$ cat src/rtl/fir_pkg.sv
// Shared constants, coefficient ROM, fixed-point helpers and FSM state type for the channel FIR.
// FIR_CHANNEL_SAT_EN selects 4 guard bits on the accumulators for the saturating build.
package fir_pkg;
  localparam int DATA_SIZE = 32;
  localparam int BITS      = 10;
  localparam int TAPS      = 20;
  localparam int TAP_W     = $clog2(TAPS);
  localparam int PROD_W    = 2 * DATA_SIZE;
`ifdef FIR_CHANNEL_SAT_EN
  localparam int ACC_W     = DATA_SIZE + 4;
`else
  localparam int ACC_W     = DATA_SIZE;
`endif

  typedef enum logic [1:0] {
    SHIFT = 2'd0,
    MAC   = 2'd1,
    WRITE = 2'd2
  } fir_state_t;

  // Symmetric low-pass, quantized with BITS fractional bits (sum = 2806).
  localparam logic signed [DATA_SIZE-1:0] CHANNEL_COEFFS [TAPS] = '{
    32'sd10,  32'sd25,  32'sd48,  32'sd80,  32'sd118,
    32'sd160, 32'sd200, 32'sd234, 32'sd258, 32'sd270,
    32'sd270, 32'sd258, 32'sd234, 32'sd200, 32'sd160,
    32'sd118, 32'sd80,  32'sd48,  32'sd25,  32'sd10
  };

  function automatic logic signed [DATA_SIZE-1:0] DEQUANTIZE(input logic signed [PROD_W-1:0] p);
    return DATA_SIZE'(p >>> BITS);
  endfunction

  function automatic logic signed [DATA_SIZE-1:0] QUANTIZE(input logic signed [DATA_SIZE-1:0] v);
    return v <<< BITS;
  endfunction
endpackage

$ cat src/rtl/fir_mac_lane.sv
// One channel lane: sample history, sequential tap multiply and accumulator, output register.
// Latency: one tap per mac_en cycle; result registered on out_ld (saturated when FIR_CHANNEL_SAT_EN).
// Backpressure: none locally; the control FSM holds out_ld/shift_en while outputs are blocked.
module fir_mac_lane
  import fir_pkg::*;
(
  input  logic                        clock,
  input  logic                        reset,
  input  logic                        shift_en,
  input  logic                        acc_clr,
  input  logic                        mac_en,
  input  logic                        out_ld,
  input  logic                        out_zero,
  input  logic [TAP_W-1:0]            tap,
  input  logic signed [DATA_SIZE-1:0] din,
  output logic signed [DATA_SIZE-1:0] dout
);
  logic signed [DATA_SIZE-1:0] x [TAPS];
  logic signed [DATA_SIZE-1:0] coef;
  logic signed [DATA_SIZE-1:0] xv;
  logic signed [PROD_W-1:0]    prod;
  logic signed [DATA_SIZE-1:0] term;
  logic signed [ACC_W-1:0]     acc;
  logic signed [ACC_W-1:0]     acc_nxt;
  logic signed [DATA_SIZE-1:0] result;

  assign coef    = CHANNEL_COEFFS[tap];
  assign xv      = x[tap];
  assign prod    = PROD_W'(coef) * PROD_W'(xv);
  assign term    = DEQUANTIZE(prod);
  assign acc_nxt = acc + ACC_W'(term);

`ifdef FIR_CHANNEL_SAT_EN
  localparam logic signed [DATA_SIZE-1:0] DMAX = {1'b0, {(DATA_SIZE-1){1'b1}}};
  localparam logic signed [DATA_SIZE-1:0] DMIN = {1'b1, {(DATA_SIZE-1){1'b0}}};

  always_comb begin
    result = acc_nxt[DATA_SIZE-1:0];
    if (acc_nxt > ACC_W'(DMAX))
      result = DMAX;
    else if (acc_nxt < ACC_W'(DMIN))
      result = DMIN;
  end
`else
  assign result = acc_nxt;
`endif

  always_ff @(posedge clock) begin
    if (reset) begin
      for (int k = 0; k < TAPS; k++) x[k] <= '0;
      acc  <= '0;
      dout <= '0;
    end else begin
      if (shift_en) begin
        x[0] <= din;
        for (int k = 1; k < TAPS; k++) x[k] <= x[k-1];
      end
      if (acc_clr)
        acc <= '0;
      else if (mac_en)
        acc <= acc_nxt;
      // out_ld fires on the last tap, so the final product is folded in via acc_nxt
      if (out_zero)
        dout <= '0;
      else if (out_ld)
        dout <= result;
    end
  end
endmodule

$ cat src/rtl/fir_channel_cmplx.sv
// Complex channel-select FIR with decimation by DECIM; FIR_CHANNEL_SAT_EN enables output saturation.
// Latency: TAPS+1 cycles from the last input pop to out_wr_en; one output per DECIM+TAPS+1 cycles at best.
// Backpressure: reads only when both input FIFOs are non-empty; holds results in WRITE until both outputs have room.
module fir_channel_cmplx
  import fir_pkg::*;
#(
  parameter int DECIM = 1
) (
  input  logic                 clock,
  input  logic                 reset,
  input  logic [DATA_SIZE-1:0] i_in,
  input  logic [DATA_SIZE-1:0] q_in,
  input  logic                 i_in_empty,
  input  logic                 q_in_empty,
  output logic                 in_rd_en,
  input  logic                 i_out_full,
  input  logic                 q_out_full,
  output logic                 out_wr_en,
  output logic [DATA_SIZE-1:0] i_out,
  output logic [DATA_SIZE-1:0] q_out
);
  localparam int CNT_W = (DECIM > 1) ? $clog2(DECIM) : 1;

  fir_state_t       state;
  logic [TAP_W-1:0] tap;
  logic [CNT_W-1:0] cnt;
  logic             last_tap;
  logic             last_cnt;
  logic             acc_clr;
  logic             mac_en;
  logic             out_ld;
  logic             state_bad;

  assign last_tap  = (tap == TAP_W'(TAPS - 1));
  assign last_cnt  = (cnt == CNT_W'(DECIM - 1));
  assign state_bad = !(state == SHIFT || state == MAC || state == WRITE);
  // Reset gates the strobes so no FIFO sees a pop or push during the reset cycle
  assign in_rd_en  = !reset && (state == SHIFT) && !i_in_empty && !q_in_empty;
  assign out_wr_en = !reset && (state == WRITE) && !i_out_full && !q_out_full;
  assign acc_clr   = in_rd_en && last_cnt;
  assign mac_en    = (state == MAC);
  assign out_ld    = mac_en && last_tap;

  always_ff @(posedge clock) begin
    if (reset) begin
      state <= SHIFT;
      tap   <= '0;
      cnt   <= '0;
    end else begin
      case (state)
        SHIFT: begin
          if (in_rd_en) begin
            if (last_cnt) begin
              cnt   <= '0;
              tap   <= '0;
              state <= MAC;
            end else begin
              cnt <= cnt + CNT_W'(1);
            end
          end
        end
        MAC: begin
          if (last_tap)
            state <= WRITE;
          else
            tap <= tap + TAP_W'(1);
        end
        WRITE: begin
          if (out_wr_en)
            state <= SHIFT;
        end
        default: state <= SHIFT;
      endcase
    end
  end

  fir_mac_lane u_lane_i (
    .clock    (clock),
    .reset    (reset),
    .shift_en (in_rd_en),
    .acc_clr  (acc_clr),
    .mac_en   (mac_en),
    .out_ld   (out_ld),
    .out_zero (state_bad),
    .tap      (tap),
    .din      (i_in),
    .dout     (i_out)
  );

  fir_mac_lane u_lane_q (
    .clock    (clock),
    .reset    (reset),
    .shift_en (in_rd_en),
    .acc_clr  (acc_clr),
    .mac_en   (mac_en),
    .out_ld   (out_ld),
    .out_zero (state_bad),
    .tap      (tap),
    .din      (q_in),
    .dout     (q_out)
  );
endmodule

$ cat config.mk
export PLATFORM = sky130hd
export DESIGN_NAME = fir_channel_cmplx
export DESIGN_NICKNAME = d
export VERILOG_FILES = /design/src/rtl/fir_pkg.sv /design/src/rtl/fir_mac_lane.sv /design/src/rtl/fir_channel_cmplx.sv
export SDC_FILE = /design/constraint.sdc
export NUM_CORES = 2
export LEC_CHECK = 0
export CORE_UTILIZATION = 64
export DETAILED_ROUTE_END_ITERATION = 12
export MAX_ROUTING_LAYER = met4
export PLACE_DENSITY = 0.81
export SYNTH_ARGS = -nofsm -noshare
export SYNTH_HDL_FRONTEND = slang
export SYNTH_HIERARCHICAL = 1
export SYNTH_SLANG_ARGS = --single-unit
$ cat constraint.sdc
create_clock -name clock -period 13.6 [get_ports clock]
set_input_delay 2.04 -clock clock [delete_from_list [all_inputs] [get_ports clock]]
set_output_delay 2.04 -clock clock [all_outputs]
set_load 0.02 [all_outputs]
==> flow_metrics.tcl <==
set metrics [dict create \
    r2r_cells 40 \
    nets 8202 \
    coreArea_um2 136000 \
    setup.worst_path.start_class "register" \
    netlist_top_cells_area "edfxtp_1 (44%), fa_1 (9.4%), and2_1 (9.3%)" \
    dr_total_vias 55300 \
    finalClockSkew_ps 36.9 \
    syn-cell-area_um2 88100 \
    cts_tree "built" \
    syn_inst 7139 \
    dpl.cell_count 8772 \
    critical_path.max_stage_delay_ps 980 \
    synth_top_area_cell "edfxtp_1" \
    cts_setup_buffers 0 \
    fin_crit_sh_pct 91.6 \
    max_freq_mhz 80.3 \
    required_ps 14310 \
    finalCriticalPeriod_ps 12460 \
    synth_compound_area_share_pct 5.03 \
    worstPathArrival_ps 13170 \
    yosysWarnings 6 \
    ant_nets 0 \
    utilization_pct 70.4 \
    synth.avg_cell_area_um2 12.3 \
    leakagePower_nw 39.4 \
    relSlewSlack_pct 9.82 \
    dieArea_um2 139000 \
    path_buf_inv 8 \
    setup_viol 0 \
    cts_max_level 4 \
    first_pass_iters 8 \
    wl_per_cell_um 21.3 \
    criticalPathCategory "register to register" \
    ys_seq_area_share_pct 46.7 \
    synth_nets 8202 \
    ctsResizeCount 0 \
    ir_drop_v 0.000127 \
    diodes 0 \
    grt_antenna_before_repair 1 \
    hold_slack_ps 483 \
    layout-drive-gt1-share_pct 8.77 \
    io_buffer_count 135 \
    rsz0062_at_grt "no" \
    async_reset_ff_share_pct 0 \
    synth_mux_area_share_pct 9.71 \
    pin_count 136 \
    design_area_um2 95700 \
    worstMarginPinSlew_ps 1340 \
    grt_pass1_vias 54700 \
    grt_use_total_pct 28.7 \
    hold_path_depth 2 \
    grt_max_degree 339 \
    placed_cell_area_um2 91000 \
    drcViolationCount 0 \
    cts_buffers 146 \
    via_per_inst 6.12 \
    cts_buffer_depth 3 \
    die_w_um 373 \
    yosys.area_share.xor_xnor_pct 1.20 \
    drv_slew 0 \
    path_max_fanout 38 \
    drv_cap 0 \
    finalHoldViolCount 0 \
    die_y_um 373 \
    holdBufCountCts 0 \
    synthDistinctLibCells 97 \
    clock-sinks 1415 \
    synth_top_area_share_pct 43.6 \
    dr.first_iter.drc_count 5583 \
    synth_top_family_by_area "adder cells" \
    clkSlewWorstSetupHoldPaths_ps 60 \
    synthAdderAreaFrac_pct 17.6 \
    synth_commonest_cells "and2_1 (1304), edfxtp_1 (1280), inv_1 (598)" \
    slowest_stage "a22oi_1" \
    initial_utilization_pct 64.8 \
    powerDensity_nw_per_um2 117 \
    layoutNonFillerInstCount 9033 \
    setup_tns_ps 0 \
    syn_to_final_growth_pct 8.64 \
    yosysMostFrequentCell "and2_1" \
    root_buffer "clkbuf_16" \
    synth_edf_count 1280 \
    clk_latency_ps 800 \
    cp_num_cells 40 \
    postRouteWirelength_mm 193 \
    ys.flop_type "edfxtp_1" \
    synth_seq_cells 1415 \
    status "completed" \
    crit_path_end_kind "register" \
    place_congestion 0.939 \
    cp_top_family "adder cells" \
    grt_pass1_wl_mm 307 \
    grt-ovfl-total 0 \
    yosys.area_share.simple_pct 15.5 \
    num_rows 135 \
    hold_path.class "register to register" \
    hpwl_mm 131 \
]
final cells by class:
| type | instances | area (µm²) |
|---|---|---|
| timing repair buffer | 221 | 2140 |
| clock buffer | 180 | 3940 |
| sequential | 1415 | 41200 |
| multi-input combinational | 4753 | 43300 |
| clock inverter | 81 | 757 |
| tap | 1781 | 2230 |
| inverter | 602 | 2260 |
| fill | 9220 | 40200 |
worst paths after layout:
| check | slack, ps | from | endpoint |
|---|---|---|---|
| max reg2reg | 1140 | tap[1]$_SDFFE_PP0P_ | u_lane_i/dout[31]$_SDFFE_PP0P_ |
| min | 480 | u_lane_q/dout[31]$_SDFFE_PP0P_ | u_lane_q/dout[31]$_SDFFE_PP0P_ |
| max | 1140 | tap[1]$_SDFFE_PP0P_ | u_lane_i/dout[31]$_SDFFE_PP0P_ |
| min reg2reg | 480 | u_lane_q/dout[31]$_SDFFE_PP0P_ | u_lane_q/dout[31]$_SDFFE_PP0P_ |
sequential cells by signal, indices dropped and copies added (netlist names):
signal / count
u_lane_q/dout: 32
u_lane_i/x: 640
u_lane_q/x: 640
tap: 5
u_lane_q/acc: 32
state: 2
u_lane_i/acc: 32
u_lane_i/dout: 32
metal layers:
layer	vias up	track usage [%]	share of wire, %
li1	24900	-	-
met1	27800	43.7	46
met2	2276	40.9	44
met3	236	4.75	8.6
met4	0	6.26	1.6
met5	-	-	0
per-stage QoR:
step | worst slack (ps) | total power, mW
global placement | 1410 | 7.21
global route | 529 | 11.7
CTS | 1290 | 11.2
floorplan | 2060 | 6.75
detailed placement | 1340 | 7.28
finish | 1140 | 11.2
cells in the final DEF (no fill, tap or decap), types with 25 or more instances in the layout:
cell / netlist / routed
ha_1: 579 / 579
dfxtp_1: 135 / 130
nor2_1: 382 / 381
a21o_1: 92 / 92
o221ai_1: 78 / 78
clkbuf_1: 278 / 25
clkinv_1: 3 / 40
o22ai_1: 26 / 26
xor2_1: 38 / 38
clkdlybuf4s50_1: 0 / 134
nand2b_1: 57 / 56
nor2b_1: 140 / 138
a211oi_1: 39 / 39
fa_1: 414 / 414
and2_1: 1304 / 1303
clkbuf_16: 0 / 152
inv_1: 598 / 598
mux2i_1: 258 / 258
nor3_1: 42 / 41
buf_4: 4 / 75
nand3_1: 59 / 59
xnor2_1: 81 / 81
edfxtp_1: 1280 / 1280
mux4_2: 251 / 251
nand2_1: 334 / 333
o21ai_0: 88 / 87
a21oi_1: 169 / 169
or2_2: 36 / 34
tightest hold or removal path: stages, from the launching register on:
cell and delay (ps):
dfxtp_1 310, nand3_1 60, o31ai_1 60
cells by family (layout without fill, tap and decap cells):
family | Yosys count | after routing
AND/OR/NAND/NOR | 2463 | 2463
flip-flops | 1415 | 1415
adder cells (fa/ha/maj) | 993 | 993
buffers and inverters | 971 | 1084
AO/OA/AOI/OAI | 645 | 645
multiplexers | 532 | 532
XOR/XNOR | 120 | 120
power breakdown:
part           leakage (nW)  switching (mW)  internal (mW)
Combinational          22.7            1.27          0.835
Clock                  2.28            1.71           2.23
Sequential             14.5           0.131           4.99
(Power assumes the default switching activity.)
